--- src/rtl/vme_slave_decode.sv ---
// VME A24 slave front-end: strobe synchronisation, AM/GA match, device/command decode, DTACK tracking and timeout.
// Optional: define VME_TIMEOUT_BERR_EN to drive BERR_B low while a timed-out cycle waits for DS release.
module vme_slave_decode #(
  parameter int unsigned SYNC_STAGES  = 2,
  parameter int unsigned STROBE_DELAY = 2,
  parameter int unsigned TIMEOUT_CYC  = 255
) (
  input  logic        FASTCLK,
  input  logic        RST,
  input  logic [4:0]  GA,
  input  logic        VME_AS_B,
  input  logic [1:0]  VME_DS_B,
  input  logic        VME_WRITE_B,
  input  logic [5:0]  VME_AM,
  input  logic [23:1] VME_ADDR,
  input  logic        DTACK_IN_B,
  output logic        STROBE,
  output logic        WRITE_B,
  output logic [15:0] DEVICE,
  output logic [9:0]  COMMAND,
  output logic        BERR_B,
  output logic [7:0]  TIMEOUT_COUNT
);

  typedef enum logic [2:0] {
    ST_IDLE    = 3'd0,
    ST_SETTLE  = 3'd1,
    ST_ACTIVE  = 3'd2,
    ST_RELEASE = 3'd3,
    ST_ERROR   = 3'd4,
    ST_IGNORE  = 3'd5
  } state_e;

  localparam logic [3:0] DLY_LAST = 4'(STROBE_DELAY);
  localparam logic [7:0] WD_LAST  = 8'(TIMEOUT_CYC - 1);

  logic [SYNC_STAGES-1:0]      as_sync_q, dtack_sync_q, fill_q;
  logic [SYNC_STAGES-1:0][1:0] ds_sync_q;
  logic       as_s, dtack_s, ds_act_s, sync_ok_s, match_s;
  logic [1:0] ds_s;
  logic       unused_addr_s;

  state_e      state_q, state_d;
  logic [3:0]  delay_q, delay_d;
  logic [7:0]  wd_q, wd_d;
  logic        armed_q, armed_d;
  logic        strobe_q, strobe_d;
  logic        write_q, write_d;
  logic [15:0] device_q, device_d;
  logic [9:0]  command_q, command_d;
  logic        berr_q, berr_d;
  logic [7:0]  tcount_q, tcount_d;

  // fill_q marks when the synchroniser chains hold real pin samples rather than reset values
  always_ff @(posedge FASTCLK) begin
    if (RST) begin
      as_sync_q    <= '1;
      ds_sync_q    <= '1;
      dtack_sync_q <= '1;
      fill_q       <= '0;
    end else begin
      as_sync_q    <= {as_sync_q[SYNC_STAGES-2:0], VME_AS_B};
      ds_sync_q    <= {ds_sync_q[SYNC_STAGES-2:0], VME_DS_B};
      dtack_sync_q <= {dtack_sync_q[SYNC_STAGES-2:0], DTACK_IN_B};
      fill_q       <= {fill_q[SYNC_STAGES-2:0], 1'b1};
    end
  end

  assign as_s          = as_sync_q[SYNC_STAGES-1];
  assign ds_s          = ds_sync_q[SYNC_STAGES-1];
  assign dtack_s       = dtack_sync_q[SYNC_STAGES-1];
  assign sync_ok_s     = fill_q[SYNC_STAGES-1];
  assign ds_act_s      = (ds_s != 2'b11);
  assign match_s       = ((VME_AM == 6'h39) || (VME_AM == 6'h3D)) &&
                         (VME_ADDR[23:19] == GA) && (VME_ADDR[18:16] == 3'd0);
  assign unused_addr_s = VME_ADDR[1];

  always_ff @(posedge FASTCLK) begin
    if (RST) begin
      state_q   <= ST_IDLE;
      delay_q   <= 4'd0;
      wd_q      <= 8'd0;
      armed_q   <= 1'b0;
      strobe_q  <= 1'b0;
      write_q   <= 1'b1;
      device_q  <= 16'd0;
      command_q <= 10'd0;
      berr_q    <= 1'b1;
      tcount_q  <= 8'd0;
    end else begin
      state_q   <= state_d;
      delay_q   <= delay_d;
      wd_q      <= wd_d;
      armed_q   <= armed_d;
      strobe_q  <= strobe_d;
      write_q   <= write_d;
      device_q  <= device_d;
      command_q <= command_d;
      berr_q    <= berr_d;
      tcount_q  <= tcount_d;
    end
  end

  // armed_q: a new cycle is only accepted after IDLE has seen a genuinely released AS
  always_comb begin
    state_d = state_q;
    delay_d = delay_q;
    wd_d    = wd_q;
    armed_d = armed_q;
    if ((state_q != ST_IDLE) && as_s) begin
      state_d = ST_IDLE;
    end else begin
      case (state_q)
        ST_IDLE: begin
          delay_d = 4'd0;
          wd_d    = 8'd0;
          if (!as_s && ds_act_s) begin
            armed_d = 1'b0;
            if (armed_q && match_s) begin
              state_d = ST_SETTLE;
            end else begin
              state_d = ST_IGNORE;
            end
          end else if (as_s && sync_ok_s) begin
            armed_d = 1'b1;
          end else begin
            armed_d = armed_q;
          end
        end
        ST_SETTLE: begin
          if (delay_q == DLY_LAST) begin
            state_d = ST_ACTIVE;
            wd_d    = 8'd0;
          end else begin
            delay_d = delay_q + 4'd1;
          end
        end
        ST_ACTIVE: begin
          if (!dtack_s) begin
            state_d = ST_RELEASE;
          end else if (wd_q == WD_LAST) begin
            state_d = ST_ERROR;
          end else begin
            wd_d = wd_q + 8'd1;
          end
        end
        ST_RELEASE, ST_ERROR: begin
          if (ds_s == 2'b11) begin
            state_d = ST_IDLE;
          end else begin
            state_d = state_q;
          end
        end
        ST_IGNORE: state_d = ST_IGNORE;
        default:   state_d = ST_IDLE;
      endcase
    end
  end

  // Registered outputs derived from the transition about to be taken
  always_comb begin
    strobe_d  = (state_d == ST_ACTIVE) || (state_d == ST_RELEASE);
    write_d   = write_q;
    device_d  = device_q;
    command_d = command_q;
    tcount_d  = tcount_q;
    if ((state_q == ST_IDLE) && (state_d == ST_SETTLE)) begin
      device_d  = 16'd1 << VME_ADDR[15:12];
      command_d = VME_ADDR[11:2];
      write_d   = VME_WRITE_B;
    end else if (state_d == ST_IDLE) begin
      device_d  = 16'd0;
      command_d = 10'd0;
      write_d   = 1'b1;
    end else begin
      device_d  = device_q;
      command_d = command_q;
      write_d   = write_q;
    end
    if ((state_q == ST_ACTIVE) && (state_d == ST_ERROR) && (tcount_q != 8'hFF)) begin
      tcount_d = tcount_q + 8'd1;
    end else begin
      tcount_d = tcount_q;
    end
`ifdef VME_TIMEOUT_BERR_EN
    berr_d = (state_d != ST_ERROR);
`else
    berr_d = 1'b1;
`endif
  end

  assign STROBE        = strobe_q;
  assign WRITE_B       = write_q;
  assign DEVICE        = device_q;
  assign COMMAND       = command_q;
  assign BERR_B        = berr_q;
  assign TIMEOUT_COUNT = tcount_q;

endmodule
--- config.mk ---
export PLATFORM = sky130hd
export DESIGN_NAME = vme_slave_decode
export DESIGN_NICKNAME = d
export VERILOG_FILES = /design/src/rtl/vme_slave_decode.sv
export SDC_FILE = /design/constraint.sdc
export NUM_CORES = 1
export LEC_CHECK = 0
export CAP_MARGIN = 20
export CORE_ASPECT_RATIO = 2
export CORE_MARGIN = 2
export CORE_UTILIZATION = 51
export CTS_CLUSTER_SIZE = 30
export DETAILED_ROUTE_END_ITERATION = 10
export PLACE_DENSITY = 0.85
export SLEW_MARGIN = 30
export SYNTH_ARGS = -nofsm -noshare
export SYNTH_HDL_FRONTEND = slang
export SYNTH_SLANG_ARGS = --single-unit
--- constraint.sdc ---
create_clock -name FASTCLK -period 4.01 [get_ports FASTCLK]
set_clock_uncertainty 0.2 [all_clocks]
set_input_delay 1.0025 -clock FASTCLK [delete_from_list [all_inputs] [get_ports FASTCLK]]
set_output_delay 1.0025 -clock FASTCLK [all_outputs]
set_load 0.02 [all_outputs]
==> flow_summary.json, run 1 <==
{
  "outcome": "finished clean",
  "path_max_fanout": 27,
  "grt_pass1_vias": 2228,
  "grt_use_met3_pct": 7.30,
  "start_util_pct": 52.4,
  "drt-initial-drc-count": 61,
  "synth_area_per_cell_um2": 9.78,
  "ys_ff_latch": 62,
  "grt_usage_pct": 22.9,
  "cts_made_buffers": 9,
  "pwr-share-clk_pct": 52.2,
  "ys_types": 46,
  "clock_sinks": 62,
  "drt_wl_total_um": 6070,
  "final.setup.tns_ns": 0,
  "grt_antenna_before_repair": 0,
  "antenna_cells": 0,
  "h-tree-depth": 3,
  "min_period_ns": 3.00,
  "synth_top_area_share_pct": 46.5,
  "grt_setup_unrepaired": "no",
  "async_flop_share_pct": 0,
  "grt_pass1_wl_um": 9740,
  "port_buffers": 74,
  "dp_cells": 396,
  "yosysSeqAreaShare_pct": 46.5,
  "relSlewSlack_pct": 36.2,
  "ys.flop_type": "dfxtp_1",
  "p_int_mw": 1.21,
  "clk_pin_slew_ns": 0.07,
  "drc": 0,
  "final_util_pct": 72.1,
  "startpoint_type": "input port",
  "synth.yosys.warnings": 0,
  "hpwl_um": 4510,
  "crit_path_end_kind": "flop",
  "die_area_um2": 5860,
  "postSynthCellCount": 273,
  "die_w_um": 55.2,
  "num_vias": 2306,
  "p_leak_nw": 1.33,
  "grt_max_degree": 28,
  "p_per_area_nw_per_um2": 406,
  "n_fill_cell": 382,
  "viasPerCell": 5.60,
  "final_hold_viol_count": 0,
  "worst_hold_slack_ns": 0.210,
  "fin_nets": 395,
  "seq_area_um2": 1240,
  "worstHoldPathType": "flop to flop",
  "switching_share_pct": 18.9,
  "multi_input_area_um2": 1270,
  "insertion_delay_ns": 0.35,
  "period_share_pct": 74.8,
  "drt-wirelength-per-cell_um": 14.7,
  "finalMaxSlewViolations": 0,
  "postCtsHoldBufs": 0,
  "cts_resized": 0,
  "worst_pin_slew_ns": 0.953,
  "p_comb_share_pct": 5.7,
  "cts_setup_buffers": 0,
  "cts_root_buf": "clkbuf_8",
  "synth_edf_count": 0,
  "clock.fmax_mhz": 333,
  "ir_drop_v": 0.000403,
  "area_growth_pct": 37.6,
  "maxCapViolCount": 0,
  "io_pins": 78,
  "setup-violations-final": 0,
  "grt_busiest_layer": "met2",
  "grt.overflow.total": 0,
  "netlist_area_um2": 2670,
  "ant_nets": 0,
  "synth_area_leaders": "dfxtp_1 (47%), a22o_1 (8.5%), nor2_1 (4.8%)",
  "dr.pass1.iters": 5,
  "p_total_mw": 1.49,
  "fp.coreArea_um2": 5090,
  "crit_path_top_delay_cell": "clkdlybuf4s50_1",
  "synthesis.nets": 319,
  "die_y_um": 106,
  "met2_usage_pct": 40.4,
  "cp_cell_sequence": "clkdlybuf4s50_1 > or3b_2 > nor4_1 > a21o_1 > a31oi_4 > a22o_1",
  "switching_power_mw": 0.282,
  "num_rows": 37,
  "fin_cells": 412,
  "seq_power_share_pct": 42.1,
  "routabilityCongestion": 0.813,
  "r2r_setup_slack_ns": 1.24,
  "synth_top_cell_by_area": "dfxtp_1",
  "met1_usage_pct": 21.9,
  "slowest_delay_ns": 0.45,
  "critPathRequiredTime_ns": 4.05,
  "critPathKind": "input port to flop",
  "cts_buffer_depth": 2,
  "cts_tree": "done",
  "crit_arrival_ns": 3.03,
  "drive_gt1_share_pct": 8.47
}
-- synth_stat cells (2+ instances only) --
master,instances
ha_1,5
a22o_1,26
o21ai_0,3
buf_6,4
and3_1,2
nand2b_1,8
nor2_1,34
or2_2,9
or3_1,2
nor4_1,6
xnor2_1,14
a21oi_1,9
xor2_1,6
a211oi_1,5
nand3_1,8
buf_12,2
inv_1,12
dfxtp_1,62
clkbuf_1,3
nor3_1,8
a2111oi_0,9
nand4_1,2
nand2_1,11
-- flip-flops by register name, indices dropped and copies added (netlist names) --
register,flops
ds_s,2
as_sync_q,2
COMMAND,10
WRITE_B,1
wd_q,8
dtack_sync_q,2
STROBE,1
delay_q,4
state_q,3
ds_sync_q,2
fill_q,2
DEVICE,16
TIMEOUT_COUNT,8
armed_q,1
-- per-layer routing --
| layer | share of wire, % | up-vias |
|---|---|---|
| li1 | - | 1136 |
| met1 | 36 | 1077 |
| met2 | 54 | 82 |
| met3 | 7.3 | 11 |
| met4 | 2.7 | 0 |
| met5 | 0 | - |
-- logic make-up (layout without fill, tap and decap cells) --
family,Yosys count,in the layout,synth area share [%]
compound gates,64,64,19.8
fa+ha+maj,6,6,2.72
flops,62,62,46.5
xor+xnor,20,20,6.56
buf+inv,23,104,5.77
mux,1,1,0.375
other cells,1,1,0.141
simple gates,96,96,18.1
-- power groups by stage --
stage | logic (mW) | clock network (mW) | registers [mW]
2_1_floorplan | 0.0357 | 0 | 0.641
3_3_place_gp | 0.0822 | 0 | 0.642
3_5_place_dp | 0.0847 | 0 | 0.642
4_1_cts | 0.0853 | 0.790 | 0.628
5_1_grt | 0.0925 | 0.821 | 0.629
6_report | 0.0848 | 0.780 | 0.628
-- worst max-delay path, delay by kind of cell --
kind / cells / cell delay, ns
AOI/OAI and AO/OA: 3 / 0.88
buffers and inverters: 1 / 0.45
and+or+nand+nor: 2 / 0.69
-- per-stage QoR --
step | instance area (µm²) | worst slack [ns]
CTS | 3670 | 1.01
detailed placement | 3390 | 0.662
global placement | 3390 | 0.678
finish | 3670 | 1.01
floorplan | 2670 | 1.36
global route | 3670 | 0.910
-- path summary, 6_finish.rpt --
check,cells after the start,start,end
worst max-delay path,6,VME_AM[4],DEVICE[14]
worst min-delay path,1,ds_sync_q[0],ds_s[0]
worst max register to register,5,state_q[2],WRITE_B
worst min register to register,1,ds_sync_q[0],ds_s[0]
-- placed cells by master (no fill, tap or decap), drive strengths merged, types with 6 or more instances in the layout --
cell	synthesis	routed
clkdlybuf4s50	0	74
dfxtp	62	62
nor2	34	34
a22o	26	26
xnor2	14	14
inv	12	12
nand2	11	11
a2111oi	10	10
clkbuf	3	10
or2	9	9
a21oi	9	9
nand2b	8	8
nor3	8	8
nand3	8	8
xor2	6	6
nor4	6	6
-- cell type report --
cell class | count | area share [%]
Multi-Input combinational cell | 188 | 34.7
Sequential cell | 62 | 33.8
Timing Repair Buffer | 76 | 20.6
Clock inverter | 6 | 4.29
Clock buffer | 10 | 3.47
Tap cell | 58 | 1.98
Inverter | 12 | 1.23
Note: power is estimated with default switching activity, not from simulation.
==> inputs of run 2 (changes only) <==
--- a/config.mk
+++ b/config.mk
@@ -8,10 +8,10 @@
 export CAP_MARGIN = 20
 export CORE_ASPECT_RATIO = 2
 export CORE_MARGIN = 2
-export CORE_UTILIZATION = 51
+export CORE_UTILIZATION = 47
 export CTS_CLUSTER_SIZE = 30
 export DETAILED_ROUTE_END_ITERATION = 10
-export PLACE_DENSITY = 0.85
+export PLACE_DENSITY = 0.79
 export SLEW_MARGIN = 30
 export SYNTH_ARGS = -nofsm -noshare
 export SYNTH_HDL_FRONTEND = slang
==> constraint.sdc (replaced) <==
create_clock -name FASTCLK -period 3 [get_ports FASTCLK]
set_clock_uncertainty 0.2 [all_clocks]
set_input_delay 0.75 -clock FASTCLK [delete_from_list [all_inputs] [get_ports FASTCLK]]
set_output_delay 0.75 -clock FASTCLK [all_outputs]
set_load 0.02 [all_outputs]
==> flow_summary.json, run 2 (synthesized netlist as in run 1, its figures left out) <==
{
  "cts_made_buffers": 9,
  "grt_setup_unrepaired": "no",
  "path_delay_family": "simple AND/OR/NAND/NOR gates",
  "drt-wirelength-per-cell_um": 14.3,
  "fin_nets": 397,
  "maxCapViolCount": 0,
  "drt_wl_total_um": 5930,
  "grt_usage_pct": 20.1,
  "ant_nets": 0,
  "path_max_fanout": 27,
  "dp_cells": 400,
  "ir_drop_v": 0.000377,
  "crit_arrival_ns": 2.64,
  "clk_pin_slew_ns": 0.06,
  "relSlewSlack_pct": 55.8,
  "n_fill_cell": 453,
  "start_util_pct": 48.8,
  "grt_antenna_before_repair": 0,
  "die_w_um": 57.3,
  "grt.overflow.total": 0,
  "cts_root_buf": "clkbuf_8",
  "period_share_pct": 87.2,
  "min_period_ns": 2.62,
  "cts_resized": 0,
  "area_growth_pct": 35.1,
  "antenna_cells": 0,
  "drc": 0,
  "io_pins": 78,
  "die_y_um": 111,
  "p_leak_nw": 1.29,
  "final_common_cell": "clkdlybuf4s50_1",
  "grt_pass1_wl_um": 9780,
  "multi_input_area_um2": 1280,
  "viasPerCell": 5.50,
  "die_area_um2": 6330,
  "slowest_delay_ns": 0.44,
  "dr.pass1.iters": 4,
  "drive_gt1_share_pct": 8.45,
  "p_per_area_nw_per_um2": 439,
  "h-tree-depth": 3,
  "fin_cells": 415,
  "routabilityCongestion": 0.823,
  "cts_tree": "done",
  "num_rows": 38,
  "startpoint_type": "input port",
  "final.setup.tns_ns": 0,
  "worst_pin_slew_ns": 0.656,
  "worstHoldPathType": "flop to flop",
  "grt_pass1_vias": 2227,
  "setup-violations-final": 0,
  "grt_max_degree": 28,
  "postCtsHoldBufs": 0,
  "pre_cts_slack_ns": 0.000880,
  "clock_sinks": 62,
  "final_cell_mix": "clkdlybuf4s50_1 (74), dfxtp_1 (62), nor2_1 (34)",
  "fp.coreArea_um2": 5470,
  "hpwl_um": 4480,
  "cts_buffer_depth": 2,
  "crit_path_end_kind": "flop",
  "finalMaxSlewViolations": 0,
  "outcome": "finished clean",
  "timing.final.ws_setup_ns": 0.383,
  "crit_buf_inv": 2,
  "critPathKind": "input port to flop",
  "crit_path_top_delay_cell": "clkdlybuf4s50_1",
  "p_total_mw": 1.58,
  "clock.fmax_mhz": 382,
  "num_vias": 2282,
  "largest_register_ffs": 16,
  "insertion_delay_ns": 0.34,
  "seq_area_um2": 1240,
  "cts_setup_buffers": 0,
  "critPathRequiredTime_ns": 3.03,
  "drt-initial-drc-count": 36,
  "port_buffers": 74,
  "cp_cell_sequence": "clkdlybuf4s50_1 > or3b_2 > nor4_1 > a21o_1 > a31oi_4 > buf_12 > a22o_1",
  "final_hold_viol_count": 0
}
==> run 2: worst register-to-register path, stage by stage (launching register included) <==
cell and delay [ns]:
dfxtp_1 0.43, nand2b_1 0.24, or3_1 0.55, a2111oi_4 0.49, a31oi_4 0.15, buf_12 0.20
a22o_1 0.24
==> run 2: power breakdown <==
group | total, mW | internal [mW] | switching, mW
sequential | 0.840 | 0.834 | 0.00630
combinational | 0.114 | 0.0663 | 0.0479
clock | 0.627 | 0.340 | 0.287
total | 1.58 | 1.24 | 0.341
==> run 2: final timing paths <==
check / endpoint / cells past startpoint / from / slack (ns)
setup reg to reg: COMMAND[6] / 6 / state_q[0] / 0.39
setup / recovery: COMMAND[6] / 7 / VME_AM[4] / 0.38
hold reg to reg: ds_s[1] / 1 / ds_sync_q[1] / 0.21
hold / removal: ds_s[1] / 1 / ds_sync_q[1] / 0.21
==> run 2: cell type report <==
| type | instances | share of cell area (%) |
|---|---|---|
| clock buffer | 14 | 4.51 |
| clock inverter | 1 | 0.139 |
| inverter | 12 | 1.25 |
| multi-input combinational | 188 | 35.5 |
| sequential | 62 | 34.4 |
| tap | 60 | 2.08 |
| timing repair buffer | 78 | 22.1 |
==> run 2: metal layers <==
metal | GRT usage (%) | up-vias | wire, µm
li1 | - | 1137 | -
met1 | 18.7 | 1066 | 2160
met2 | 36.0 | 67 | 3280
met3 | 6.91 | 12 | 330
met4 | 11.5 | 0 | 151
met5 | 0 | - | 0
==> run 2: stage by stage <==
| step | util [%] | hold slack (ns) | instance area (µm²) |
|---|---|---|---|
| 2_1_floorplan | - | 0.189 | 2670 |
| 3_3_place_gp | 62.7 | 0.192 | 3430 |
| 3_5_place_dp | 62.7 | 0.198 | 3430 |
| 4_1_cts | 65.8 | 0.212 | 3600 |
| 5_1_grt | 65.9 | 0.235 | 3600 |
| 6_report | 65.9 | 0.212 | 3600 |
==> inputs of run 3 (changes only) <==
--- a/config.mk
+++ b/config.mk
@@ -11,7 +11,9 @@
 export CORE_UTILIZATION = 47
 export CTS_CLUSTER_SIZE = 30
 export DETAILED_ROUTE_END_ITERATION = 10
+export MAX_ROUTING_LAYER = met4
 export PLACE_DENSITY = 0.79
+export SETUP_SLACK_MARGIN = 0.02
 export SLEW_MARGIN = 30
 export SYNTH_ARGS = -nofsm -noshare
 export SYNTH_HDL_FRONTEND = slang
==> flow_summary.json, run 3 (synthesized netlist as in run 1, its figures left out) <==
{
  "outcome": "finished clean",
  "die_y_um": 111,
  "drt-wirelength-per-cell_um": 14.3,
  "drc": 0,
  "cts_setup_buffers": 0,
  "clock_sinks": 62,
  "cts_resized": 0,
  "ant_nets": 0,
  "grt_pass1_vias": 2228,
  "ir_drop_v": 0.000377,
  "maxCapViolCount": 0,
  "worstHoldPathType": "flop to flop",
  "final.setup.tns_ns": 0,
  "fp.coreArea_um2": 5470,
  "cts_made_buffers": 9,
  "crit_path_top_delay_cell": "clkdlybuf4s50_1",
  "drive_gt1_share_pct": 8.45,
  "grt_usage_pct": 20.6,
  "final_cell_mix": "clkdlybuf4s50_1 (74), dfxtp_1 (62), nor2_1 (34)",
  "grt_setup_unrepaired": "no",
  "startpoint_type": "input port",
  "cts_root_buf": "clkbuf_8",
  "grt_max_degree": 28,
  "antenna_cells": 0,
  "die_area_um2": 6330,
  "viasPerCell": 5.50,
  "grt_pass1_wl_um": 9790,
  "p_leak_nw": 1.29,
  "setup-violations-final": 0,
  "clock.fmax_mhz": 382,
  "p_per_area_nw_per_um2": 439,
  "slowest_delay_ns": 0.44,
  "port_buffers": 74,
  "dp_cells": 400,
  "area_growth_pct": 35.1,
  "postCtsHoldBufs": 0,
  "largest_register_ffs": 16,
  "routabilityCongestion": 0.835,
  "h-tree-depth": 3,
  "path_max_fanout": 27,
  "cts_tree": "done",
  "worst_pin_slew_ns": 0.656,
  "start_util_pct": 48.8,
  "crit_arrival_ns": 2.64,
  "grt.overflow.total": 0,
  "cts_buffer_depth": 2,
  "drt-initial-drc-count": 36,
  "num_vias": 2283,
  "hpwl_um": 4480,
  "period_share_pct": 87.2,
  "min_period_ns": 2.62,
  "num_rows": 38,
  "insertion_delay_ns": 0.34,
  "fin_nets": 397,
  "dr.pass1.iters": 4,
  "io_pins": 78,
  "critPathRequiredTime_ns": 3.03,
  "fin_cells": 415,
  "relSlewSlack_pct": 55.8,
  "final_common_cell": "clkdlybuf4s50_1",
  "die_w_um": 57.3,
  "crit_path_end_kind": "flop",
  "critPathKind": "input port to flop",
  "drt_wl_total_um": 5920,
  "finalMaxSlewViolations": 0,
  "grt_antenna_before_repair": 0,
  "clk_pin_slew_ns": 0.06,
  "final_hold_viol_count": 0,
  "cp_cell_sequence": "clkdlybuf4s50_1 > or3b_2 > nor4_1 > a21o_1 > a31oi_4 > buf_12 > a22o_1"
}
[run 3: cell counts in the layout (fill, tap and decap cells not counted)]
Identical to the previous run, type by type.
[run 3: per-layer routing]
metal / GRT usage, % / part of all wire (%)
met5: - / 0
met4: 11.0 / 2.1
met3: 7.26 / 5.9
met2: 36.0 / 56
met1: 18.7 / 36
[run 3: final cells by class]
cell class	count	area, µm²
inverter	12	45.0
multi-input combinational	188	1280
timing repair buffer	78	796
tap	60	75.1
fill	453	1860
clock inverter	1	5.00
sequential	62	1240
clock buffer	14	163
[run 3: report_power, final]
part / internal [mW] / leakage, nW / switching (mW) / total [mW]
Sequential: 0.834 / 0.502 / 0.00632 / 0.840
Combinational: 0.0663 / 0.704 / 0.0478 / 0.114
Clock: 0.340 / 0.0865 / 0.287 / 0.627
Total: 1.24 / 1.29 / 0.341 / 1.58
[run 3: final timing paths]
kind                                    from         end  slack [ns]  depth (start not counted)
worst max-delay path               VME_AM[4]  COMMAND[6]        0.38                          7
worst min-delay path            ds_sync_q[1]     ds_s[1]        0.21                          1
worst max register to register    delay_q[1]     wd_q[4]        0.39                          6
worst min register to register  ds_sync_q[1]     ds_s[1]        0.21                          1
[run 3: through the flow]
step                      hold WS, ns  setup slack, ns  util, %  total power, mW  instance area, µm²
after CTS                       0.212            0.360     65.8             1.61                3600
after global routing            0.235            0.288     65.9             1.65                3600
after detailed placement        0.198         0.000880     62.7            0.972                3430
after global placement          0.192           0.0290     62.7            0.970                3430
after floorplan                 0.189            0.607        -            0.905                2670
final                           0.212            0.383     65.9             1.58                3600
[run 3: worst max-delay path, delay by kind of cell]
| family | cells | cell delay [ns] |
|---|---|---|
| buf+inv | 2 | 0.64 |
| simple gates | 2 | 0.65 |
| compound gates | 3 | 0.60 |
